--- src/rtl/frq_pkg.sv ---
`default_nettype none
// ============================================================================
// Module      : frq_pkg
// Description : Shared types and constants for the gated frequency meter.
//               - frq_state_e : measurement FSM states
//               - WARM_CYCLES : settle time after reset before measuring
//               - clog2()     : width helper for the gate counter
// Revision    : 1.0 - initial release
// ============================================================================
package frq_pkg;

  typedef enum logic [1:0] {
    ST_WARM  = 2'd0,
    ST_IDLE  = 2'd1,
    ST_GATE  = 2'd2,
    ST_LATCH = 2'd3
  } frq_state_e;

  // Cycles spent in WARM after reset; long enough for the synchronizer to
  // fill so a reset-cleared flop cannot fake a rising edge.
  localparam int WARM_CYCLES = 3;

  // Bits needed to hold values 0..value-1 (never less than 1).
  function automatic int clog2(input int value);
    int r;
    r = 0;
    while ((1 << r) < value) r++;
    if (r < 1) r = 1;
    return r;
  endfunction

endpackage
`default_nettype wire

--- src/rtl/frq_sync_edge.sv ---
`default_nettype none
// ============================================================================
// Module      : frq_sync_edge
// Description : Brings an asynchronous input into the clk domain through two
//               synchronizer flops plus one delay flop, and flags its rising
//               edges for one clk cycle.
// Ports       : clk     - system clock
//               reset_n - synchronous active-low reset
//               d       - asynchronous input
//               rise    - one-cycle pulse per synchronized rising edge
// Revision    : 1.0 - initial release
// ============================================================================
module frq_sync_edge (
  input  logic clk,
  input  logic reset_n,
  input  logic d,
  output logic rise
);

  logic s1_q;
  logic s2_q;
  logic s3_q;

  always_ff @(posedge clk) begin
    if (!reset_n) begin
      s1_q <= 1'b0;
      s2_q <= 1'b0;
      s3_q <= 1'b0;
    end else begin
      s1_q <= d;
      s2_q <= s1_q;
      s3_q <= s2_q;
    end
  end

  // s1 may be metastable, so the edge is taken between the two settled stages.
  assign rise = s2_q & ~s3_q;

endmodule
`default_nettype wire

--- src/rtl/frq_meter.sv ---
`default_nettype none
// ============================================================================
// Module      : frq_meter
// Description : Gated frequency meter. Counts rising edges of sig_in over a
//               window of GATE_CYCLES clk cycles and publishes the count with
//               a one-cycle valid strobe; runs back-to-back while en is high.
// Ports       : clk       - system clock
//               reset_n   - synchronous active-low reset
//               sig_in    - measured signal (asynchronous to clk)
//               en        - run measurements while high
//               count_out - edge count of the last completed window
//               valid     - one-cycle pulse when count_out updates
//               overflow  - count of that window saturated
//               busy      - high in WARM, GATE and LATCH
// Revision    : 1.0 - initial release
// ============================================================================
module frq_meter
  import frq_pkg::*;
#(
  parameter int GATE_CYCLES = 1000,
  parameter int CNT_W       = 16
) (
  input  logic             clk,
  input  logic             reset_n,
  input  logic             sig_in,
  input  logic             en,
  output logic [CNT_W-1:0] count_out,
  output logic             valid,
  output logic             overflow,
  output logic             busy
);

  localparam int                GATE_W    = clog2(GATE_CYCLES);
  localparam logic [GATE_W-1:0] GATE_LOAD = GATE_W'(GATE_CYCLES - 1);
  localparam logic [CNT_W-1:0]  CNT_MAX   = {CNT_W{1'b1}};
  localparam logic [1:0]        WARM_LAST = 2'(WARM_CYCLES - 1);

  frq_state_e        state_q,    state_d;
  logic [1:0]        warm_q,     warm_d;
  logic [GATE_W-1:0] gate_q,     gate_d;
  logic [CNT_W-1:0]  edge_cnt_q, edge_cnt_d;
  logic              sat_q,      sat_d;
  logic [CNT_W-1:0]  count_q,    count_d;
  logic              ovf_q,      ovf_d;
  logic              valid_q,    valid_d;

  logic              rise;
  logic [CNT_W-1:0]  cnt_inc;
  logic              sat_inc;

  frq_sync_edge u_sync (
    .clk     (clk),
    .reset_n (reset_n),
    .d       (sig_in),
    .rise    (rise)
  );

  // Edge counter after accumulating this cycle's edge, saturating at max.
  always_comb begin
    cnt_inc = edge_cnt_q;
    sat_inc = sat_q;
    if (rise) begin
      if (edge_cnt_q == CNT_MAX) begin
        sat_inc = 1'b1;
      end else begin
        cnt_inc = edge_cnt_q + CNT_W'(1);
      end
    end
  end

  always_ff @(posedge clk) begin
    if (!reset_n) begin
      state_q    <= ST_WARM;
      warm_q     <= 2'd0;
      gate_q     <= '0;
      edge_cnt_q <= '0;
      sat_q      <= 1'b0;
      count_q    <= '0;
      ovf_q      <= 1'b0;
      valid_q    <= 1'b0;
    end else begin
      state_q    <= state_d;
      warm_q     <= warm_d;
      gate_q     <= gate_d;
      edge_cnt_q <= edge_cnt_d;
      sat_q      <= sat_d;
      count_q    <= count_d;
      ovf_q      <= ovf_d;
      valid_q    <= valid_d;
    end
  end

  always_comb begin
    state_d    = state_q;
    warm_d     = warm_q;
    gate_d     = gate_q;
    edge_cnt_d = edge_cnt_q;
    sat_d      = sat_q;
    count_d    = count_q;
    ovf_d      = ovf_q;
    valid_d    = 1'b0;

    case (state_q)
      ST_WARM: begin
        warm_d = warm_q + 2'd1;
        if (warm_q == WARM_LAST) begin
          warm_d  = 2'd0;
          state_d = ST_IDLE;
        end
      end

      ST_IDLE: begin
        if (en) begin
          state_d    = ST_GATE;
          gate_d     = GATE_LOAD;
          edge_cnt_d = '0;
          sat_d      = 1'b0;
        end
      end

      ST_GATE: begin
        edge_cnt_d = cnt_inc;
        sat_d      = sat_inc;
        gate_d     = gate_q - GATE_W'(1);
        if (gate_q == '0) begin
          // Output registers are loaded on the way into LATCH (including the
          // final window cycle's edge) so they and valid change together
          // during the LATCH cycle.
          state_d = ST_LATCH;
          count_d = cnt_inc;
          ovf_d   = sat_inc;
          valid_d = 1'b1;
        end
      end

      ST_LATCH: begin
        // Dead cycle: any edge seen here is dropped by the reload.
        if (en) begin
          state_d    = ST_GATE;
          gate_d     = GATE_LOAD;
          edge_cnt_d = '0;
          sat_d      = 1'b0;
        end else begin
          state_d = ST_IDLE;
        end
      end

      default: state_d = ST_WARM;
    endcase
  end

  assign count_out = count_q;
  assign valid     = valid_q;
  assign overflow  = ovf_q;
  assign busy      = (state_q != ST_IDLE);

endmodule
`default_nettype wire

--- config.mk ---
export PLATFORM = sky130hd
export DESIGN_NAME = frq_meter
export DESIGN_NICKNAME = d
export VERILOG_FILES = /design/src/rtl/frq_pkg.sv /design/src/rtl/frq_sync_edge.sv /design/src/rtl/frq_meter.sv
export SDC_FILE = /design/constraint.sdc
export NUM_CORES = 1
export LEC_CHECK = 0
export CAP_MARGIN = 0
export CORE_UTILIZATION = 40
export CTS_BUF_LIST = sky130_fd_sc_hd__clkbuf_4 sky130_fd_sc_hd__clkbuf_8
export DETAILED_ROUTE_END_ITERATION = 16
export PLACE_DENSITY = 0.66
export SYNTH_ARGS = -nofsm -noshare
export SYNTH_HDL_FRONTEND = slang
export SYNTH_SLANG_ARGS = --single-unit
--- constraint.sdc ---
create_clock -name clk -period 2.35 [get_ports clk]
set_input_delay 0.47 -clock clk [delete_from_list [all_inputs] [get_ports clk]]
set_output_delay 0.47 -clock clk [all_outputs]
set_load 0.1 [all_outputs]
# == Word-level counts from Yosys, hierarchy flattened ==
# Index checks and enable logic that the tools add are counted.
# op_classes
n_addsub,3
eq_ne,10
n_mux,17
n_bitwise,2
n_reduce_logical,8
# op_table
op,n
$mux W16,3
$pmux W16 S2,1
$pmux W10 S2,1
$add A16 B1 Y16 const B,1
$eq A16 B16 Y1 const B,1
$logic_not A10 Y1,1
$mux W10,1
$mux W2,5
$sub A10 B1 Y10 const B,1
$pmux W2 S4,1
$eq A2 B2 Y1 const B,3
$ne A2 B2 Y1 const B,3
$reduce_and A2 Y1,3
$mux W1,4
$ne A2 B1 Y1 const B,2
$reduce_and A3 Y1,1
$add A2 B1 Y2 const B,1
$eq A2 B1 Y1 const B,1
$logic_not A2 Y1,1
$pmux W1 S2,1
$reduce_bool A2 Y1,1
$reduce_or A2 Y1,1
$and A1 B1 Y1,1
$not A1 Y1,1
# word_totals
reg_bits,52
input_bits,4
elab_cells,51

# == Logic depth before layout (Yosys ltp) ==
# depth
depth_word,4
ltp_mapped,7

# == Hierarchy ==
# From an unflattened synthesis, not the netlist that was laid out.
# unflattened
cells_unflattened,306
area_unflattened_um2,2580.0
# modules_own_cells
mod,instances,cells_per_inst,area_per_inst_um2,seq_area_each_um2
frq_meter,1,299,2487.4,980.9
frq_sync_edge,1,7,92.6,60.1

# == Worst setup path after synthesis ==
# Ideal clock, no wire load.
# synth_timing
kind,reg2out
from,register state_q[1]
to,output port busy
arrival_ns,1.368
required_time_ns,1.880
setup_slack_ns,0.512
path_stages_with_launch,3
path_buffers,1
path_cell_list,dfxtp_1 -> clkbuf_1 -> nand2b_1
# synth_between
elab_chain_cells,1
# synth_rtl
item,line,source
from (decl),frq_meter.sv:38,"frq_state_e state_q, state_d;"
from (signal assigned),frq_meter.sv:82,state_q <= state_d;
$ne A2 B1 Y1,frq_meter.sv:155,assign busy = (state_q != ST_IDLE);
to (decl),frq_meter.sv:30,output logic busy
# No other way between the ends.

# == Worst setup path after layout ==
# layout_timing
from,register edge_cnt_q[0]
to,"register count_q[4], in the netlist count_out[4]"
# layout_between
elab_chain_cells,3
elab_cells_between_ends,4
# layout_rtl
item,line,source
from (decl),frq_meter.sv:41,"logic [CNT_W-1:0] edge_cnt_q, edge_cnt_d;"
from (signal assigned),frq_meter.sv:85,edge_cnt_q <= edge_cnt_d;
$add A16 B1 Y16 / $eq A16 B16 Y1 (equally long branches),"frq_meter.sv:66, frq_meter.sv:63",
$mux W16 *,frq_meter.sv:63,if (edge_cnt_q == CNT_MAX) begin
$mux W16 *,frq_meter.sv:62,if (rise) begin
to (signal assigned),frq_meter.sv:87,count_q <= count_d;
to (decl),frq_meter.sv:43,"logic [CNT_W-1:0] count_q, count_d;"
# Mark *: on every way between the ends. The rest lies on a longest branch, timed or not.
# A chain may end at the register's enable or synchronous reset.

==> impl_metrics.py <==
metrics = {
    "routing": {
        "antenna_left": 0,
        "wirelength_um": 5221,
        "route.detailed.drc": 0,
        "drt_iter0_drc": 113,
        "via_per_inst": 5.449,
        "vias": 2087,
        "wire_per_inst_um": 13.63,
        "drt_first_pass_iters": 4,
    },
    "cells_and_area": {
        "area_delta_synth_final_pct": 14.04,
        "seq_area_um2": 1041,
        "fillers": 595,
        "fin_nets": 314,
        "drive_gt1_share_pct": 13.96,
        "multi_input_area_um2": 1311,
        "antenna_cells": 0,
    },
    "synthesis": {
        "synth_warnings": 0,
        "yosysSeqAreaShare_pct": 42.32,
        "yosysUniqueCellTypes": 44,
        "synthTopCellsByArea": "dfxtp_1 42%, o21ai_0 6.1%, a21oi_1 4.3%, nand2_1 3.4%, xnor2_1 3.2%",
        "netlist_area_um2": 2460,
        "async_reset_ff_share_pct": 0,
        "ys_seq_elements": 52,
        "synth_top_area_share_pct": 42.32,
        "synthesis.nets": 295,
        "netlist_instances": 289,
        "synth_top_flop_cell": "dfxtp_1",
        "synth.avg_cell_area_um2": 8.512,
        "yosysTopAreaCell": "dfxtp_1",
        "synth_edf_count": 0,
    },
    "grt": {
        "grt_pass1_vias": 1899,
        "track_usage_pct": 17.82,
        "grt_antenna_before_repair": 0,
        "grt_pass1_wl_um": 8797,
        "grt_max_degree": 29,
        "overflow": 0,
    },
    "pwr": {
        "p_clk_share_pct": 21.3,
        "comb_power_share_pct": 35.1,
        "power_density_nw_per_um2": 939.6,
        "p_switching_mw": 1.067,
        "internal_power_mw": 1.569,
        "ir_drop_mv": 0.4865,
        "swShare_pct": 40.47,
        "p_leak_nw": 1.030,
        "seqPwrFrac_pct": 43.6,
    },
    "placed_design": {
        "dp_hpwl_um": 3667,
        "port-buffer-count": 22,
        "place_ws_ns": 0.2333,
        "routabilityCongestion": 0.8772,
    },
    "cts": {
        "clkTransAtPathRegs_ns": 0.09,
        "cts_sinks": 52,
        "cts-root-buf": "clkbuf_8",
        "cts_resized": 0,
        "cts_buffers": 5,
        "cts_buffer_depth": 2,
        "htreeDepth": 2,
        "holdBufCountCts": 0,
        "tritoncts": "yes",
        "clk-insertion-delay-late_ns": 0.31,
        "cts_setup_buffers": 0,
    },
    "timing": {
        "fin_crit_sh_pct": 90.98,
        "maxSlewViolCount": 0,
        "hold_slack_ns": 0.4389,
        "tns_ns": 0,
        "fmax_mhz": 467.7,
        "fin_crit_ns": 2.138,
        "grt_setup_unrepaired": "false",
        "slew_headroom_pct": 63.43,
        "tightestPinTransition_ns": 0.5466,
        "setup_slack_ns": 0.2121,
        "setup_viol_count_final": 0,
        "finalHoldViolations": 0,
        "skew_ns": 0.01089,
    },
    "floorplanning": {
        "die_area_um2": 6467,
        "die_w_um": 80.42,
        "core_um2": 5921,
        "start_util_pct": 41.55,
        "die_height_um": 80.42,
        "io_pins": 23,
        "std_cell_rows": 28,
    },
    "critical_path": {
        "worstPathMaxFanout": 7,
        "cp.arrival_ns": 2.38,
        "end_kind": "register",
        "critical_path_class": "register to register",
        "cp.required_ns": 2.59,
        "critPathLaunchType": "register",
    },
    "job": {
        "drv_cap": 0,
    },
    "run_status": {
        "status": "completed",
    },
    "min_path": {
        "hold_class": "register to register",
    },
}
-- state kept, by name, summed over array words and instances (netlist names), 2 cells and up --
signal,cells
count_out,16
edge_cnt_q,16
gate_q,10
state_q,2
warm_q,2
-- metrics by stage --
step,power (mW),std cells,instance area (µm²),utilization (%)
final,2.636,383,2805,47.38
after global routing,2.763,383,2805,47.38
after CTS,2.650,383,2805,47.38
after detailed placement,2.094,376,2709,45.75
after global placement,2.076,376,2709,45.75
after floorplan,1.884,289,2460,-
-- routing by layer --
layer	vias to the layer above	wire length, µm	GRT usage (%)
met2	31	2373	28.73
li1	1082	-	-
met5	-	0	0
met1	968	2583	23.07
met3	6	190	3.977
met4	0	74	6.607
-- final cells by class --
cell class                      count  area share, %
Timing Repair Buffer               29          8.029
Inverter                           10          1.338
Clock buffer                        7          3.434
Multi-Input combinational cell    210          46.74
Tap cell                           75          3.345
Sequential cell                    52          37.11
-- cells in the mapped netlist, types with 2 or more instances --
cell type / n
xnor2_1: 9
a31oi_1: 3
nand2_1: 22
or4_1: 3
a21boi_0: 10
o2bb2ai_1: 2
nor2_1: 12
and4_1: 3
xor2_1: 9
nand3_1: 13
o31ai_1: 2
and2_1: 8
nand2b_1: 2
clkbuf_1: 12
o221a_2: 3
inv_1: 10
mux2i_1: 5
dfxtp_1: 52
buf_2: 5
and3_1: 4
or3_1: 4
o22ai_1: 4
ha_1: 2
nor3_1: 8
a21oi_1: 21
nand4_1: 9
o21ai_0: 30
nor4_1: 4
nor2b_1: 2
nor3_2: 2
-- critical path, cell delays in order, from the launching register on --
cell,delay [ns]
dfxtp_1,0.46
ha_1,0.26
nand4_2,0.20
or4_1,0.70
nand3_1,0.16
o21ai_0,0.13
o22ai_1,0.16
-- cell usage in the layout, fill, tap and decap left out, types with 3 or more instances in the layout --
cell type / netlist / layout
clkdlybuf4s50_1: 0 / 3
o21ai_0: 30 / 30
nand4_1: 9 / 9
and3_1: 4 / 4
nand2_1: 22 / 22
xnor2_1: 9 / 9
nand3_1: 13 / 13
a21boi_0: 10 / 10
or4_1: 3 / 3
o22ai_1: 4 / 4
inv_1: 10 / 10
and2_1: 8 / 8
nor4_1: 4 / 4
buf_4: 0 / 26
dfxtp_1: 52 / 52
nor3_1: 8 / 8
nor2_1: 12 / 12
mux2i_1: 5 / 5
xor2_1: 9 / 9
o221a_2: 3 / 3
or3_1: 4 / 4
a31oi_1: 3 / 3
and4_1: 3 / 3
clkbuf_8: 0 / 7
a21oi_1: 21 / 21
-- final timing paths --
check	startpoint	end	slack, ns	cells after the start
worst min register to register	u_sync.s1_q	u_sync.s2_q	0.44	1
worst min-delay path	u_sync.s1_q	u_sync.s2_q	0.44	1
worst max register to register	edge_cnt_q[0]	count_out[4]	0.21	6
worst max-delay path	edge_cnt_q[0]	count_out[4]	0.21	6
-- cell families (layout without fill, tap and decap cells) --
family | count (synthesis) | in the layout | share of synthesized area (%)
simple gates | 103 | 103 | 23.70
compound gates | 82 | 82 | 20.14
flops | 52 | 52 | 42.32
buf+inv | 27 | 46 | 4.374
xor+xnor | 18 | 18 | 6.409
mux | 5 | 5 | 2.035
fa+ha+maj | 2 | 2 | 1.017
-- power by group through the flow --
| stage | sequential, mW | clock, mW | combinational (mW) |
|---|---|---|---|
| floorplan | 1.41 | 0 | 0.470 |
| global placement | 1.17 | 0 | 0.911 |
| detailed placement | 1.17 | 0 | 0.927 |
| CTS | 1.15 | 0.572 | 0.930 |
| global route | 1.17 | 0.591 | 1.00 |
| finish | 1.15 | 0.561 | 0.926 |
(Power assumes the default switching activity.)
